<file path="src/rtl/div_seq_pkg.sv">
// Shared types and constants for the EX-stage sequential divider.
package div_seq_pkg;

   // Register bus width aliases
   localparam int RegBus       = 32;
   localparam int DoubleRegBus = 2 * RegBus;
   typedef logic [RegBus-1:0]       reg_bus_t;
   typedef logic [DoubleRegBus-1:0] dreg_bus_t;

   // ALU op codes that route an instruction to the divider
   localparam logic [7:0] EXE_DIV_OP  = 8'b0001_1010;
   localparam logic [7:0] EXE_DIVU_OP = 8'b0001_1011;

   // Handshake levels
   localparam logic DivResultReady    = 1'b1;
   localparam logic DivResultNotReady = 1'b0;
   localparam logic DivStart          = 1'b1;
   localparam logic DivStop           = 1'b0;

   // Iteration counter width (holds 0..RegBus)
   localparam int CntW = 6;

   // Sequencer states
   typedef enum logic [1:0] {
      DIV_FREE = 2'b00,
      DIV_ZERO = 2'b01,
      DIV_ON   = 2'b10,
      DIV_END  = 2'b11
   } div_state_t;

endpackage

</file>
<file path="src/rtl/div_step.sv">
// One restoring-division iteration: trial-subtract the divisor from the
// upper partial remainder and shift the resulting quotient bit in at the LSB.
module div_step
   import div_seq_pkg::*;
#(
   parameter int WIDTH = RegBus
) (
   input  logic [2*WIDTH:0] work_i,
   input  logic [WIDTH-1:0] divisor_i,
   output logic [2*WIDTH:0] next_work_o
);

   logic [WIDTH:0] diff;

   // Partial remainder stays below 2*divisor, so diff[WIDTH] is a true sign bit
   always_comb begin
      diff = work_i[2*WIDTH:WIDTH] - {1'b0, divisor_i};
      if (diff[WIDTH]) begin
         next_work_o = {work_i[2*WIDTH-1:0], 1'b0};
      end else begin
         next_work_o = {diff[WIDTH-1:0], work_i[WIDTH-1:0], 1'b1};
      end
   end

endmodule

</file>
<file path="src/rtl/div_seq.sv">
// Multi-cycle DIV/DIVU sequencer for EX: magnitude conversion, WIDTH
// restoring iterations, sign fix-up, and a pipeline stall request.
module div_seq
   import div_seq_pkg::*;
#(
   parameter int WIDTH = RegBus
) (
   input  logic               clk,
   input  logic               rst,
   input  logic               start_i,
   input  logic               annul_i,
   input  logic               signed_i,
   input  logic [WIDTH-1:0]   opdata1_i,
   input  logic [WIDTH-1:0]   opdata2_i,
   output logic [2*WIDTH-1:0] result_o,
   output logic               ready_o,
   output logic               stallreq_o
);

   div_state_t          state_q, state_d;
   logic [CntW-1:0]     cnt_q, cnt_d;
   logic [2*WIDTH:0]    work_q, work_d, step_work;
   logic [WIDTH-1:0]    divisor_q, divisor_d;
   logic                neg_dvd_q, neg_dvd_d;
   logic                neg_dvs_q, neg_dvs_d;
   logic [2*WIDTH-1:0]  result_q, result_d;

   // Magnitude of a two's complement operand (0x80.. maps to itself as unsigned)
   function automatic logic [WIDTH-1:0] mag(input logic [WIDTH-1:0] v, input logic sgn);
      return (sgn && v[WIDTH-1]) ? -v : v;
   endfunction

   // Conditional two's complement negation used for the sign fix-up
   function automatic logic [WIDTH-1:0] neg_if(input logic [WIDTH-1:0] v, input logic c);
      return c ? -v : v;
   endfunction

   div_step #(.WIDTH(WIDTH)) u_step (
      .work_i      (work_q),
      .divisor_i   (divisor_q),
      .next_work_o (step_work)
   );

   // State and datapath registers; reset aborts any operation immediately
   always_ff @(posedge clk or negedge rst) begin
      if (!rst) begin
         state_q   <= DIV_FREE;
         cnt_q     <= '0;
         work_q    <= '0;
         divisor_q <= '0;
         neg_dvd_q <= 1'b0;
         neg_dvs_q <= 1'b0;
         result_q  <= '0;
      end else begin
         state_q   <= state_d;
         cnt_q     <= cnt_d;
         work_q    <= work_d;
         divisor_q <= divisor_d;
         neg_dvd_q <= neg_dvd_d;
         neg_dvs_q <= neg_dvs_d;
         result_q  <= result_d;
      end
   end

   // Next-state and datapath update; annul overrides everything else
   always_comb begin
      state_d   = state_q;
      cnt_d     = cnt_q;
      work_d    = work_q;
      divisor_d = divisor_q;
      neg_dvd_d = neg_dvd_q;
      neg_dvs_d = neg_dvs_q;
      result_d  = result_q;
      if (annul_i) begin
         state_d  = DIV_FREE;
         cnt_d    = '0;
         result_d = '0;
      end else begin
         unique case (state_q)
            DIV_FREE: begin
               if (start_i == DivStart) begin
                  neg_dvd_d = signed_i & opdata1_i[WIDTH-1];
                  neg_dvs_d = signed_i & opdata2_i[WIDTH-1];
                  divisor_d = mag(opdata2_i, signed_i);
                  cnt_d     = '0;
                  if (opdata2_i == '0) begin
                     state_d = DIV_ZERO;
                  end else begin
                     state_d = DIV_ON;
                     work_d  = {{WIDTH{1'b0}}, mag(opdata1_i, signed_i), 1'b0};
                  end
               end
            end
            DIV_ZERO: begin
               result_d = '0;
               state_d  = DIV_END;
            end
            DIV_ON: begin
               if (cnt_q == CntW'(WIDTH)) begin
                  result_d = {neg_if(work_q[2*WIDTH:WIDTH+1], neg_dvd_q),
                              neg_if(work_q[WIDTH-1:0], neg_dvd_q ^ neg_dvs_q)};
                  cnt_d    = '0;
                  state_d  = DIV_END;
               end else begin
                  work_d = step_work;
                  cnt_d  = cnt_q + CntW'(1);
               end
            end
            DIV_END: begin
               if (start_i == DivStop) begin
                  result_d = '0;
                  state_d  = DIV_FREE;
               end
            end
            default: state_d = DIV_FREE;
         endcase
      end
   end

   assign result_o   = result_q;
   assign ready_o    = (state_q == DIV_END) ? DivResultReady : DivResultNotReady;
   assign stallreq_o = (state_q == DIV_ZERO) || (state_q == DIV_ON) ||
                       ((state_q == DIV_FREE) && start_i && !annul_i);

endmodule

</file>
<file path="config.mk">
export PLATFORM = sky130hd
export DESIGN_NAME = div_seq
export DESIGN_NICKNAME = d
export VERILOG_FILES = /design/src/rtl/div_seq_pkg.sv /design/src/rtl/div_step.sv /design/src/rtl/div_seq.sv
export SDC_FILE = /design/constraint.sdc
export NUM_CORES = 1
export LEC_CHECK = 0
export ABC_CLOCK_PERIOD_IN_PS = 4900
export BUFFER_PORTS_ARGS = -buffer_cell sky130_fd_sc_hd__clkbuf_2
export CAP_MARGIN = 20
export CORE_AREA = 2 2 155 157
export DETAILED_ROUTE_END_ITERATION = 8
export DIE_AREA = 0 0 157 159
export HOLD_SLACK_MARGIN = 0.02
export PLACE_DENSITY_LB_ADDON = 0.05
export SLEW_MARGIN = 20
export SYNTH_ARGS = -nofsm -noshare
export SYNTH_HDL_FRONTEND = slang
export SYNTH_SLANG_ARGS = --single-unit
export TNS_END_PERCENT = 5
</file>
<file path="constraint.sdc">
create_clock -name clk -period 4.9 [get_ports clk]
set_input_delay 0.49 -clock clk [delete_from_list [all_inputs] [get_ports clk]]
set_output_delay 0.49 -clock clk [all_outputs]
set_load 0.02 [all_outputs]
</file>
# == After elaboration in Yosys (flattened, before gate mapping) ==
# Index checks and enable logic that the tools add are counted.
# word_totals
register_bits,171
in_bits,69
out_inout_bits,66
# op_classes
n_addsub,6
n_eq_ne,10
muxes,24
bitwise,4
n_reduce_logical,17
# op_table
op,n
two-way mux 65 bit,4
two-way mux 64 bit,3
one-hot mux 64 bit (3 select lines),1
one-hot mux 65 bit (2 select lines),1
two-way mux 32 bit,4
negator 32 bit,4
subtractor 33 x 32 -> 33 bit,1
zero test 32 bit,1
two-way mux 6 bit,3
one-hot mux 6 bit (2 select lines),1
two-way mux 2 bit,5
!= test 3 bit (second input constant),3
AND reduction 3 bit,3
one-hot mux 2 bit (4 select lines),1
adder 6 x 1 -> 6 bit (second input constant),1
== test 6 bit (second input constant),1
!= test 2 bit (second input constant),3
AND reduction 5 bit,1
== test 2 bit (second input constant),2
logical AND 1 bit,4
nonzero test 4 bit,1
nonzero test 3 bit,1
AND 1 bit,2
== test 2 x 1 -> 1 bit (second input constant),1
8 further kinds,9

# == Logic depth before layout (Yosys ltp) ==
# logic_depth
depth_word,5
depth_mapped,14

# == Modules after synthesis ==
# From an unflattened synthesis, not the netlist that was laid out.
# unflattened
cells_unflattened,1443
area_unflattened_um2,12498.2
# by_module_without_submodules
mod,n_inst,cells_per_inst,area_each_um2
div_seq,1,1106,9899.5
div_step,1,337,2598.7

# == Least setup slack after synthesis ==
# OpenSTA, ideal clock, no wires.
# synth_path
path_type,reg2reg
startpoint,register divisor_q[0]
endpoint,register work_q[52]
arrival_ns,2.751
slack_ns,2.010
path_stages_with_launch,14
path_buffers,2
period_less_slack_ns,2.890
cell_sequence,dfrtp_1 ha_1 fa_1 nand2b_1 a21o_1 a31oi_1 o21a_1 or3_1 nand3_1 and3_1 buf_4 nor2_2 buf_2 o221ai_1
# synth_via
elab_chain_len,4
# synth_lines
element,line,text
"start, declared",div_seq.sv:23,"logic [WIDTH-1:0] divisor_q, divisor_d;"
"start signal, assigned",div_seq.sv:58,divisor_q <= divisor_d;
subtractor 33 x 32 -> 33 bit,div_step.sv:17,"diff = work_i[2*WIDTH:WIDTH] - {1'b0, divisor_i};"
two-way mux 65 bit,div_step.sv:18,if (diff[WIDTH]) begin
two-way mux 65 bit,div_seq.sv:99,if (cnt_q == CntW'(WIDTH)) begin
one-hot mux 65 bit (2 select lines),div_seq.sv:79,unique case (state_q)
"end signal, assigned",div_seq.sv:57,work_q <= work_d;
"end, declared",div_seq.sv:22,"logic [2*WIDTH:0] work_q, work_d, step_work;"
# No other way between the ends. The select of a mux whose other input is x is not followed.
# A chain may end at the register's enable or synchronous reset.

# == Final worst setup path ==
# layout_path
startpoint,register work_q[41]
endpoint,register work_q[35]
# layout_via
elab_chain_len,4
# layout_lines
element,line
subtractor 33 x 32 -> 33 bit,div_step.sv:17
two-way mux 65 bit,div_step.sv:18
two-way mux 65 bit,div_seq.sv:99
one-hot mux 65 bit (2 select lines),div_seq.sv:79
# No other way between the ends. The select of a mux whose other input is x is not followed.

==> reports/qor.json <==
{
  "run_status": {"value": "completed"},
  "placement.cell_area": {"value": 12400, "unit": "um2"},
  "grt_max_degree": {"value": 83},
  "multi_input_area": {"value": 6730, "unit": "um2"},
  "layout_worst_path_cycle_share": {"value": 75.7, "unit": "%"},
  "final.min_clock_period": {"value": 3.71, "unit": "ns"},
  "detailedRoute.firstIterationViolations": {"value": 844},
  "detail_route.wl_per_cell": {"value": 16.3, "unit": "um"},
  "synthMuxAreaShare": {"value": 0.705, "unit": "%"},
  "areaGrowthSynthToFinish": {"value": 13.0, "unit": "%"},
  "synthCells": {"value": 1403},
  "post-cts-setup-buffer-count": {"value": 0},
  "drt_drc_violations_left": {"value": 0},
  "number_of_flops_mapped_to_enable_cells_by_yosys": {"value": 0},
  "synth_xor_xnor_area_share": {"value": 10.8, "unit": "%"},
  "clock_sink_count": {"value": 171},
  "ys.warnings.count": {"value": 0},
  "synth_nets": {"value": 1514},
  "n_fill_cell": {"value": 2240},
  "die_x": {"value": 157, "unit": "um"},
  "die_height": {"value": 159, "unit": "um"},
  "postSynthAreaPerCell": {"value": 8.22, "unit": "um2"},
  "leakagePower": {"value": 0.00593, "unit": "uW"},
  "synth-compound-area-share": {"value": 22.9, "unit": "%"},
  "grt_pass1_vias": {"value": 8979},
  "buffer_ports.inserted": {"value": 134},
  "grt_first_pass_wirelength": {"value": 48900, "unit": "um"},
  "placementRows": {"value": 56},
  "number_of_cts_inserted_buffers": {"value": 17},
  "initial_antenna_violation_count": {"value": 0},
  "slew_viol_final": {"value": 0},
  "end_kind": {"value": "flop"},
  "synth_area": {"value": 11500, "unit": "um2"},
  "worst-endpoint-arrival": {"value": 4.09, "unit": "ns"},
  "finalSetupTns": {"value": 0, "unit": "ns"},
  "cts_resized": {"value": 0},
  "ctsRootBufferMaster": {"value": "sky130_fd_sc_hd__clkbuf_16"},
  "cts-htree-levels": {"value": 4},
  "synth_top_flop_cell": {"value": "sky130_fd_sc_hd__dfrtp_1"},
  "antenna_cells": {"value": 0},
  "num_vias": {"value": 10100},
  "postSynthRegisterBits": {"value": 171},
  "final-hold-violation-count": {"value": 0},
  "worst_slew_margin_relative_to_its_limit": {"value": 31.6, "unit": "%"},
  "gr-total-overflow": {"value": 0},
  "cts-hold-fix-buffers": {"value": 0},
  "ant_nets": {"value": 0},
  "drt_pass1_iterations": {"value": 5},
  "coreArea": {"value": 23200, "unit": "um2"},
  "design.final.nets": {"value": 1607},
  "grt_setup_unrepaired": {"value": "no"},
  "area_of_the_die": {"value": 25000, "unit": "um2"},
  "power": {"value": 7430, "unit": "uW"},
  "floorplan.io_pins": {"value": 135},
  "routabilityCongestion": {"value": 0.937},
  "tritoncts": {"value": "yes"},
  "clockBufferDepth": {"value": 2},
  "critical_path.max_fanout": {"value": 22},
  "timing.max_cap.violations": {"value": 0},
  "dominant_combinational_cell_family_by_area_after_synthesis": {"value": "compound AO/OA/AOI/OAI gates"},
  "power_per_cell_area": {"value": 570, "unit": "nW/um2"},
  "max_stage_delay_on_crit_path": {"value": 0.62, "unit": "ns"},
  "design_area": {"value": 13000, "unit": "um2"},
  "critical-path-top-delay-family": {"value": "simple AND/OR/NAND/NOR gates"},
  "timing.final.setup_violations": {"value": 0},
  "clock_insertion_delay_worst_skew": {"value": 0.45, "unit": "ns"},
  "clk_pin_slew": {"value": 0.08, "unit": "ns"},
  "yosys.cell_types.count": {"value": 69},
  "drt-total-wl": {"value": 29700, "unit": "um"},
  "max_freq": {"value": 270, "unit": "MHz"},
  "vdd_ir_drop_max": {"value": 0.369, "unit": "mV"},
  "register_area": {"value": 4280, "unit": "um2"},
  "worst-slew-pin-transition": {"value": 1.02, "unit": "ns"},
  "crit_required": {"value": 5.28, "unit": "ns"},
  "synth_seq_area_share": {"value": 37.1, "unit": "%"},
  "synth-simple-area-share": {"value": 19.3, "unit": "%"},
  "grtUsageTotal": {"value": 24.3, "unit": "%"},
  "place_hpwl": {"value": 22400, "unit": "um"},
  "crit_slowest_cell": {"value": "sky130_fd_sc_hd__nand3_1"},
  "vias_per_cell": {"value": 5.51},
  "critical_path.n_buffers_inverters": {"value": 1},
  "final_layout_size_suffix_gt1_share": {"value": 14.3, "unit": "%"},
  "path_cells": {"value": "ha_1 > a211oi_1 > o21ai_0 > a21oi_1 > o21ai_0 > or3_1 > nand3_1 > nand3_1 > buf_4 > a211oi_1 > a221o_1"},
  "initial_core_util": {"value": 49.7, "unit": "%"},
  "criticalPathCategory": {"value": "flop to flop"},
  "clock-skew-final": {"value": 0.0151, "unit": "ns"},
  "synth-adder-area-share": {"value": 4.62, "unit": "%"},
  "synth_async_sr_flop_share": {"value": 100, "unit": "%"},
  "worstHoldPathType": {"value": "input port to asynchronous set/reset pin"},
  "setup.worst_path.start_class": {"value": "flop"}
}
power breakdown:
group | switching (uW) | internal (uW)
Sequential | 414 | 1730
Combinational | 2430 | 1460
Clock | 698 | 697
Total | 3540 | 3890
layer usage:
layer | share of wire [%] | global-route usage, % | vias to the layer above
li1 | - | - | 5148
met1 | 55 | 42.7 | 4612
met2 | 38 | 30.4 | 295
met3 | 6.4 | 4.14 | 19
met4 | 0.75 | 4.17 | 0
met5 | 0 | 0 | -
kinds of logic after synthesis:
kind of cell	after synthesis
AO/OA/AOI/OAI	437
XOR/XNOR	142
adder cells (fa/ha/maj)	42
buffers and inverters	132
flip-flops	171
multiplexers	8
AND/OR/NAND/NOR	471
worst paths after layout:
path	from	end	slack (ns)	cells past startpoint
max	work_q[41]$_DFFE_PN0P_	work_q[35]$_DFFE_PN0P_	1.19	11
min	rst	result_o[6]$_DFFE_PN0P_	0.07	1
max reg2reg	work_q[41]$_DFFE_PN0P_	work_q[35]$_DFFE_PN0P_	1.19	11
min reg2reg	result_o[57]$_DFFE_PN0P_	result_o[57]$_DFFE_PN0P_	0.48	2
max in group asynchronous	rst	work_q[38]$_DFFE_PN0P_	3.70	2
min in group clk	opdata2_i[31]	divisor_q[31]$_DFFE_PN0P_	0.35	3
state kept, by name, indices dropped and copies added, names as in the netlist:
name / cells
state_q: 2
divisor_q: 32
result_o: 64
work_q: 65
neg_dvd_q: 1
cnt_q: 6
neg_dvs_q: 1
layout by cell type, fill, tap and decap left out, types with 16 or more instances in the layout:
cell type,count
sky130_fd_sc_hd__buf_4,18
sky130_fd_sc_hd__xnor2_1,56
sky130_fd_sc_hd__nand2_1,233
sky130_fd_sc_hd__nor2_1,87
sky130_fd_sc_hd__o21ai_1,20
sky130_fd_sc_hd__dfrtp_1,171
sky130_fd_sc_hd__nor3_1,16
sky130_fd_sc_hd__a21oi_1,104
sky130_fd_sc_hd__inv_1,54
sky130_fd_sc_hd__clkbuf_16,17
sky130_fd_sc_hd__clkbuf_2,133
sky130_fd_sc_hd__or3_1,19
sky130_fd_sc_hd__ha_1,40
sky130_fd_sc_hd__xor2_1,86
sky130_fd_sc_hd__o21ai_0,177
sky130_fd_sc_hd__nand3_1,22
sky130_fd_sc_hd__o31ai_1,31
stage by stage:
step / hold slack, ns / instances / utilization [%] / worst slack [ns]
floorplan: 0.194 / 1403 / - / 2.01
global placement: 0.460 / 1796 / 53.6 / 1.39
detailed placement: 0.469 / 1796 / 53.6 / 1.35
CTS: 0.112 / 1828 / 56.2 / 1.27
global route: 0.116 / 1828 / 56.2 / 0.959
finish: 0.0698 / 1828 / 56.2 / 1.19
synth_stat cells (10+ instances only):
cell type                  number  area share, %
sky130_fd_sc_hd__o21ai_1       21           0.91
sky130_fd_sc_hd__a21o_1        12           0.78
sky130_fd_sc_hd__a21oi_1      104            4.5
sky130_fd_sc_hd__a31oi_1       11           0.60
sky130_fd_sc_hd__o21ai_0      177            7.7
sky130_fd_sc_hd__nand2_1      233            7.6
sky130_fd_sc_hd__xor2_1        86            6.5
sky130_fd_sc_hd__nand2b_1      10           0.54
sky130_fd_sc_hd__o31ai_1       31            2.0
sky130_fd_sc_hd__inv_1         54            1.8
sky130_fd_sc_hd__nand3_1       22           0.95
sky130_fd_sc_hd__ha_1          41            4.4
sky130_fd_sc_hd__or3_1         19            1.0
sky130_fd_sc_hd__buf_2         12           0.52
sky130_fd_sc_hd__nor4_1        12           0.65
sky130_fd_sc_hd__xnor2_1       56            4.3
sky130_fd_sc_hd__nor2_1        87            2.8
sky130_fd_sc_hd__nand4_1       11           0.60
sky130_fd_sc_hd__dfrtp_1      171             37
sky130_fd_sc_hd__o211ai_1      13           0.85
sky130_fd_sc_hd__a221o_1       13            1.1
sky130_fd_sc_hd__clkbuf_1      55            1.8
sky130_fd_sc_hd__nor3_1        16           0.69
area by class of cell:
| class | instances | share of cell area, % |
|---|---|---|
| multi-input cells | 1100 | 51.6 |
| inverters | 54 | 1.55 |
| clock inverters | 15 | 1.46 |
| well taps | 319 | 3.06 |
| clock buffers | 17 | 3.26 |
| flip-flops and latches | 171 | 32.8 |
| repair buffers | 152 | 6.23 |
Power figures use the tool's default switching activity.
